File: src/rtl/pam4_symbol_detector.sv
// PAM-4 symbol slicer with preamble hunt and a first-word-fall-through payload FIFO.
// One decision per SPS samples; after lock, FRAME_LEN symbols are buffered for a ready/valid consumer.
module pam4_symbol_detector #(
  parameter int          SPS        = 64,
  parameter int          THRESH     = 64,
  parameter logic [7:0]  PREAMBLE   = 8'b11_00_11_00,
  parameter int          FRAME_LEN  = 32,
  parameter int          FIFO_DEPTH = 8
) (
  input  logic              clk,
  input  logic              rst,
  input  logic signed [7:0] sample_in,
  output logic [1:0]        sym_out,
  output logic              sym_valid,
  input  logic              sym_ready,
  output logic              locked,
  output logic              overflow
);

  localparam int PHW = $clog2(SPS);
  localparam int PCW = $clog2(FRAME_LEN + 1);
  localparam int AW  = $clog2(FIFO_DEPTH);

  localparam logic [PHW-1:0]  PH_LAST = PHW'(SPS - 1);
  localparam logic [PCW-1:0]  PC_LAST = PCW'(FRAME_LEN - 1);
  localparam logic [AW:0]     FULL    = (AW + 1)'(FIFO_DEPTH);
  localparam logic signed [8:0] TH_POS = 9'(THRESH);
  localparam logic signed [8:0] TH_NEG = 9'(-THRESH);

  typedef enum logic {SEARCH, LOCKED} state_t;

  state_t          state;
  logic [PHW-1:0]  phase;
  logic [7:0]      hist;
  logic [PCW-1:0]  pcnt;
  logic [1:0]      mem [FIFO_DEPTH];
  logic [AW-1:0]   wr_ptr;
  logic [AW-1:0]   rd_ptr;
  logic [AW:0]     count;

  logic signed [8:0] s9;
  logic [1:0]        sym;
  logic [7:0]        hist_next;
  logic              decision;
  logic              push;
  logic              pop;
  logic              full;
  logic              write;

  always_comb begin
    s9 = {sample_in[7], sample_in};
    if (s9 >= TH_POS)      sym = 2'b11;
    else if (s9 >= 9'sd0)  sym = 2'b10;
    else if (s9 >= TH_NEG) sym = 2'b01;
    else                   sym = 2'b00;
  end

  assign hist_next = {hist[5:0], sym};
  assign decision  = (phase == PH_LAST);
  assign push      = decision && (state == LOCKED);
  assign pop       = sym_valid && sym_ready;
  assign full      = (count == FULL);
  // A push into a full FIFO only lands when the head leaves on the same edge.
  assign write     = push && (!full || pop);

  assign sym_valid = (count != '0);
  assign sym_out   = sym_valid ? mem[rd_ptr] : 2'b00;

  always_ff @(posedge clk) begin
    if (rst) begin
      state    <= SEARCH;
      phase    <= '0;
      hist     <= '0;
      pcnt     <= '0;
      locked   <= 1'b0;
      overflow <= 1'b0;
      wr_ptr   <= '0;
      rd_ptr   <= '0;
      count    <= '0;
    end else begin
      phase <= phase + PHW'(1);

      if (decision) begin
        case (state)
          SEARCH: begin
            hist <= hist_next;
            if (hist_next == PREAMBLE) begin
              state  <= LOCKED;
              locked <= 1'b1;
            end
          end
          LOCKED: begin
            if (pcnt == PC_LAST) begin
              state  <= SEARCH;
              locked <= 1'b0;
              pcnt   <= '0;
              hist   <= '0;
            end else begin
              pcnt <= pcnt + PCW'(1);
            end
          end
          default: state <= SEARCH;
        endcase
      end

      if (push && full && !pop) overflow <= 1'b1;
      if (write) wr_ptr <= wr_ptr + AW'(1);
      if (pop)   rd_ptr <= rd_ptr + AW'(1);

      case ({write, pop})
        2'b10:   count <= count + (AW + 1)'(1);
        2'b01:   count <= count - (AW + 1)'(1);
        default: count <= count;
      endcase
    end
  end

  always_ff @(posedge clk) begin
    if (!rst && write) mem[wr_ptr] <= sym;
  end

endmodule

File: config.mk
export PLATFORM = sky130hd
export DESIGN_NAME = pam4_symbol_detector
export DESIGN_NICKNAME = d
export VERILOG_FILES = /design/src/rtl/pam4_symbol_detector.sv
export SDC_FILE = /design/constraint.sdc
export NUM_CORES = 1
export LEC_CHECK = 0
export ABC_AREA = 1
export CAP_MARGIN = 20
export CORE_ASPECT_RATIO = 0.7
export CORE_MARGIN = 5
export CORE_UTILIZATION = 50
export DETAILED_ROUTE_END_ITERATION = 10
export HOLD_SLACK_MARGIN = 0.08
export PLACE_DENSITY = 0.73
export SYNTH_ARGS = -nofsm -noshare
export SYNTH_HDL_FRONTEND = slang
export SYNTH_SLANG_ARGS = --single-unit
File: constraint.sdc
create_clock -name clk -period 2.5 [get_ports clk]
set_input_delay 0.75 -clock clk [delete_from_list [all_inputs] [get_ports clk]]
set_output_delay 0.75 -clock clk [all_outputs]
set_load 0.01 [all_outputs]
* Word level (Yosys, flattened, before mapping)
Memories as Yosys holds them, arrays and structs flattened. A register that Yosys moved wholly into a read port is not among the register bits. Index checks and enable logic that the tools add are counted.
Word-level totals: bits in registers 31, memory bits (writable) 16, input bits 11, output and inout port bits 5, word-level logic and storage cells 61, memories kept 1
Operators by class: $add $sub $neg 6, order comparisons 3, equal/unequal tests 8, multiplexer cells 18, bitwise logic cells 1, reductions and logical operators 15
Memory list:
- mem | words 8, bits a word 2, read ports 1, clocked after memory_dff 1, write ports 1, RTL line 36 | logic [1:0] mem [FIFO_DEPTH];
Operators by type and width (count):
- $add 6x1->6 const B | 2
- $mux 6 | 2
- $pmux 6 s2 | 1
- $eq 8x8->1 const B | 1
- $ge 8x1->1 const B | 1
- $ge 8x7->1 const B | 1
- $ge 8x8->1 const B | 1
- $pmux 4 s2 | 1
- $mux 1 | 7
- $add 3x1->3 const B | 2
- $eq 6x5->1 const B | 1
- $eq 6x6->1 const B | 1
- $logic_and 1x1->1 | 6
- $mux 2 | 3
- $mux 3 | 2
- $add 4x1->4 const B | 1
- $eq 4x4->1 const B | 1
- $pmux 1 s2 | 2
- $reduce_and 2->1 | 2
- $reduce_bool 4->1 | 1
- $sub 4x1->4 const B | 1
- $logic_not 1->1 | 3
- $reduce_and 3->1 | 1
- $eq 2x1->1 const B | 1
- 6 further kinds | 6

* Logic depth before layout (Yosys ltp)
Gate-level depths: netlist of run 1.
depth after elaboration 7, depth in mapped cells 14, mapped depth without buffers 14

* Least setup slack after synthesis of run 1
No wires, ideal clock.
kind register -> output, start point register (tool-made name), end point output sym_out[0], data arrival time 1.088 ns, required time 1.750 ns, path slack 0.662 ns, cell stages (with the launch flop) 7, buffers on the path 1, cells stage by stage dfxtp_1 > clkbuf_1 > inv_1 > o21ai_0 > o22ai_1 > o21ai_0 > a31oi_1
RTL lines:
- to (decl) | RTL line 13 | output logic [1:0] sym_out,

==> reports/qor.txt, run 1 <==
status: finished clean
Yosys warning total: 0
met3 global-route usage: 3.759%
FILL cells: 382
unrepaired setup endpoints after global routing: no
min Tclk post-route: 2.279 ns
commonest non-fill, non-tap cell in the layout: nor2_1
Buffers on Ports: 9
Critical Path AT: 1.53 ns
layout cells sized above 1: 9.818%
WL final: 3699 um
cts hold-fix bufs: 0
die width: 88.92 um
first-pass GRT wire length: 6541 um
cts repair resizes: 5
largest net degree at the start of global routing: 20
H-tree lvl count: 2
Setup WS pre-CTS: 0.09496 ns
Register Area: 1165 sq um
area grow syn2layout: 13.43%
Post-Syn Instances: 258
Clock Pin Slew Worst Setup and Hold Paths: 0.09 ns
DRC viols: 0
final slew viol count: 0
Yosys cell types: 30
first-pass iteration count of the detailed router: 4
max-cap viol count: 0
Starting Density: 50.94%
met1 Use GR: 20.55%
Min-Delay Path Class: reg2reg
Power Dens Cells: 854.7 nW/um^2
gr busiest metal: met2
DR vias: 1,647
routed len/inst: 11.21 um
#FFs+latches synth: 50
die height: 65.24 um
final setup vio count: 0
FP Rows: 20
remaining antenna violation count: 0
latest clock arrival within the worst-skew pair: 0.30 ns
kind of end point of the critical path: output pin
end-of-flow core utilization: 57.78%
Final WS setup: 0.2213 ns
sequential cell area fraction in the yosys report: 53.27%
IO Pins: 16
area of the core: 4279 sq um
TNS Setup: 0 ns
WHS: 0.4549 ns
leakage: 0.9205 nW
clk sinks: 50
number of setup buffers added after CTS: 0
fmax: 0.4389 GHz
Avg Cell Area, Syn: 8.448 sq um
post-synthesis cell area: 2180 sq um
most frequent cells in the layout: nor2_1 (41), nand2_1 (36), dfxtp_1 (33), inv_1 (31), nand3_1 (21)
vias in the first global route: 1,505
Slew Limit Headroom: 67.25%
Power, Total: 0.002113 W
syn_nets: 274
die area: 5801 sq um
total grt overflow: 0
GRT met2 Usage: 21.30%
CTS tree: done
Worst Skew: 0.007682 ns
worst slew pin tran: 0.4868 ns
Initial DRC Count: 89
dpl hpwl: 2775 um
Multi-input gate area: 869.6 sq um
Diodes inserted: 0
GRT Total Usage: 14.46%
CP required: 1.75 ns
Vias/cell: 4.991
CP Class: reg2out
Peak VDD IR: 0.6011 mV
startpoint class of the critical path: register
TritonCTS buffer count: 5
Final nets: 290
setup slack, reg-to-reg: 0.47 ns
Max Buffers Root-to-Sink: 2
Tcrit/Tclk final: 91.15%
Final GP Congestion: 0.7745
initial antenna violation count: 0
crit path max fanout: 9
CTS root buf: clkbuf_8
Hold Violations, Final: 0
worst max-delay path: stages (launching register included):
cell and delay, ns:
dfxtp_4 0.40, inv_2 0.07, o21ai_0 0.17, o22ai_1 0.10, o21ai_0 0.15, a31oi_1 0.05
dlygate4sd2_1 0.28
cell type report:
class,instances,share of cell area (%)
clock buffer,5,2.783
clock inverter,3,1.822
inverter,34,5.263
multi-input combinational,169,35.17
sequential,50,47.12
tap,55,2.783
timing repair buffer,14,5.061
synthesized netlist by cell type:
master / n / area, sq um
nand2_4: 1 / 11.26
inv_1: 32 / 120.1
nor4_1: 2 / 12.51
o21bai_1: 1 / 7.510
ha_1: 5 / 62.56
edfxtp_1: 16 / 480.5
o21ai_0: 16 / 80.08
nand2_1: 36 / 135.1
a31oi_1: 2 / 12.51
a211oi_1: 2 / 15.01
nand3_1: 21 / 105.1
nor3b_1: 1 / 7.510
xor2_1: 3 / 26.28
o21ai_1: 1 / 5.000
nor2_2: 1 / 6.260
o22ai_1: 2 / 12.51
a221oi_1: 1 / 8.760
dfxtp_1: 34 / 680.7
inv_4: 1 / 6.260
a21oi_2: 1 / 8.760
nor2_4: 1 / 11.26
clkbuf_1: 5 / 18.77
nor3_1: 2 / 10.01
nand3_4: 1 / 17.52
inv_2: 1 / 3.750
or2_4: 1 / 8.760
a21oi_1: 20 / 100.1
nand2_2: 4 / 25.02
xnor2_1: 3 / 26.28
nor2_1: 41 / 153.9
per-layer routing:
layer / up-vias / wire length, um
met5: - / 0
met4: 0 / 23
met2: 19 / 1614
met1: 743 / 1905
met3: 4 / 156
li1: 881 / -
final timing paths:
path | startpoint | endpoint | cells past startpoint
hold reg to reg | phase[0] | phase[0] | 1
setup / recovery | register | sym_out[1] | 6
setup reg to reg | phase[0] | mem[6][0] | 8
hold / removal | phase[0] | phase[0] | 1
logic make-up (layout without fill, tap and decap cells):
family	count (synthesis)	after routing	synth area share, %
compound gates	46	46	11.48
xor+xnor	6	6	2.411
fa+ha+maj	5	5	2.870
buf+inv	39	56	6.832
flops	50	50	53.27
simple gates	112	112	23.13
report_power, final:
| part | switching [W] | internal (W) |
|---|---|---|
| clock | 0.000265 | 0.000298 |
| sequential | 0.0000659 | 0.000900 |
| combinational | 0.000346 | 0.000239 |
| total | 0.000677 | 0.00144 |
per-stage QoR:
stage,area (sq um),std cells
after floorplan,2180,258
after global placement,2357,322
after detailed placement,2357,322
after CTS,2472,330
after global routing,2472,330
final,2472,330
state kept, by name (all words and copies together) (netlist names), named ones only:
name,cells
phase,6
mem,16
pcnt,6
locked,1
count,4
hist,6
state,1
rd_ptr,3
overflow,1
wr_ptr,3
No activity file was read; power rests on OpenSTA's default activity.
==> run 2: changes to the inputs <==
--- a/config.mk
+++ b/config.mk
@@ -11,8 +11,10 @@
 export CORE_MARGIN = 5
 export CORE_UTILIZATION = 50
 export DETAILED_ROUTE_END_ITERATION = 10
+export DONT_BUFFER_PORTS = 1
 export HOLD_SLACK_MARGIN = 0.08
-export PLACE_DENSITY = 0.73
+export PLACE_DENSITY = 0.68
 export SYNTH_ARGS = -nofsm -noshare
 export SYNTH_HDL_FRONTEND = slang
 export SYNTH_SLANG_ARGS = --single-unit
+export TNS_END_PERCENT = 10
==> run 2 against run 1 <==
Compared with the run above: clock skew fell by 0.0027 ns; cell count fell by 4.2%; clock power fell by 2%; die area did not move; setup slack improved by 0.061 ns; utilization fell by 3.1 points; wire length rose by 5.0%; largest cell class unchanged.
==> reports/qor.txt, run 2 (synthesized netlist as in run 1, its figures left out) <==
CTS tree: done
Final GP Congestion: 0.7874
status: finished clean
met3 wire length: 197 um
Slew Limit Headroom: 66.20%
wl on met1: 2036 um
Final nets: 276
die width: 88.92 um
routed len/inst: 12.29 um
Placed Cells: 308
vias in the first global route: 1,487
clk sinks: 50
Comb pwr share: 24.8%
IO Pins: 16
Final WS setup: 0.2828 ns
fmax: 0.4510 GHz
WL final: 3883 um
CTS root buf: clkbuf_8
GRT Total Usage: 15.09%
Power, Total: 0.002006 W
Max Buffers Root-to-Sink: 2
Psw: 0.0006450 W
die height: 65.24 um
first-pass iteration count of the detailed router: 5
cts repair resizes: 0
dpl hpwl: 2827 um
crit path max fanout: 9
unrepaired setup endpoints after global routing: no
startpoint class of the critical path: register
layout cells sized above 1: 7.663%
Critical Path AT: 1.47 ns
max-cap viol count: 0
Min-Delay Path Class: reg2reg
TNS Setup: 0 ns
min Tclk post-route: 2.217 ns
die area: 5801 sq um
most frequent cells in the layout: nor2_1 (41), nand2_1 (36), dfxtp_1 (34), inv_1 (32), nand3_1 (21)
Hold Violations, Final: 0
Worst Skew: 0.005008 ns
proportion of power drawn by the clock network: 27.4%
final slew viol count: 0
Seq pwr share: 47.9%
remaining antenna violation count: 0
Multi-input gate area: 869.6 sq um
TritonCTS buffer count: 5
Sw Share: 32.15%
Initial DRC Count: 133
FP Rows: 20
cts hold-fix bufs: 0
initial antenna violation count: 0
area grow syn2layout: 7.290%
latest clock arrival within the worst-skew pair: 0.29 ns
Buffers on Ports: 0
H-tree lvl count: 2
internal power: 0.001361 W
Biggest register: mem
finished layout cell area: 2338 sq um
CP Class: reg2out
DRC viols: 0
commonest non-fill, non-tap cell in the layout: nor2_1
Tcrit/Tclk final: 88.69%
Non-Filler Instances: 316
Diodes inserted: 0
leakage: 0.8636 nW
met2 wire length: 1611 um
CP required: 1.75 ns
Top Layer Used: met4
final setup vio count: 0
FILL cells: 380
first-pass GRT wire length: 6782 um
Power Dens Cells: 858.0 nW/um^2
Setup WS pre-CTS: 0.4269 ns
Starting Density: 50.94%
largest net degree at the start of global routing: 21
max reg flops: 16
number of setup buffers added after CTS: 0
total grt overflow: 0
worst slew pin tran: 0.5024 ns
DR vias: 1,611
placed inst area: 2230 sq um
Peak VDD IR: 0.6901 mV
Vias/cell: 5.098
Register Area: 1161 sq um
area of the core: 4279 sq um
Clock Pin Slew Worst Setup and Hold Paths: 0.09 ns
kind of end point of the critical path: output pin
[run 2: changes by cell type in the layout (fill, tap and decap cells not counted), sizes merged]
cell,previous run,this run
buf,5,0
clkdlybuf4s50,7,0
clkinv,0,2
clkinvlp,2,0
dlygate4sd2,2,0
[run 2: final timing paths]
kind | cells after the start | start | slack, ns | endpoint
worst max-delay path | 5 | register | 0.28 | sym_out[1]
worst min register to register | 2 | hist[5] | 0.46 | hist[5]
worst min-delay path | 2 | hist[5] | 0.46 | hist[5]
worst max register to register | 8 | phase[0] | 0.44 | mem[4][0]
[run 2: metrics by stage]
| stage | hold WS (ns) | util (%) |
|---|---|---|
| 5_1_grt | 0.4813 | 54.65 |
| 3_3_place_gp | 0.4245 | 52.11 |
| 4_1_cts | 0.4613 | 54.65 |
| 3_5_place_dp | 0.4481 | 52.11 |
| 2_1_floorplan | 0.4176 | - |
| 6_report | 0.4586 | 54.65 |
[run 2: layout make-up]
type / count / share of cell area [%]
Clock inverter: 3 / 1.712
Inverter: 34 / 5.564
Sequential cell: 50 / 49.65
Multi-Input combinational cell: 169 / 37.19
Clock buffer: 5 / 2.943
Tap cell: 55 / 2.943
[run 2: routing by layer]
layer  GRT usage, %  up-vias
li1               -      849
met1          21.73      733
met2          21.02       24
met3          4.637        5
met4          5.660        0
met5              0        -
[run 2: power by group through the flow]
stage	clock network [W]	logic [W]	registers, W
floorplan	0	0.000438	0.000953
detailed placement	0	0.000493	0.000979
global route	0.000604	0.000586	0.000971
CTS	0.000566	0.000500	0.000960
finish	0.000549	0.000497	0.000961
global placement	0	0.000492	0.000979
[run 2: critical path, stage by stage, from the launching register on]
cell and delay (ns):
dfxtp_1 0.47, inv_1 0.17, o21ai_0 0.20, o22ai_1 0.09, o21ai_0 0.15, a31oi_1 0.10
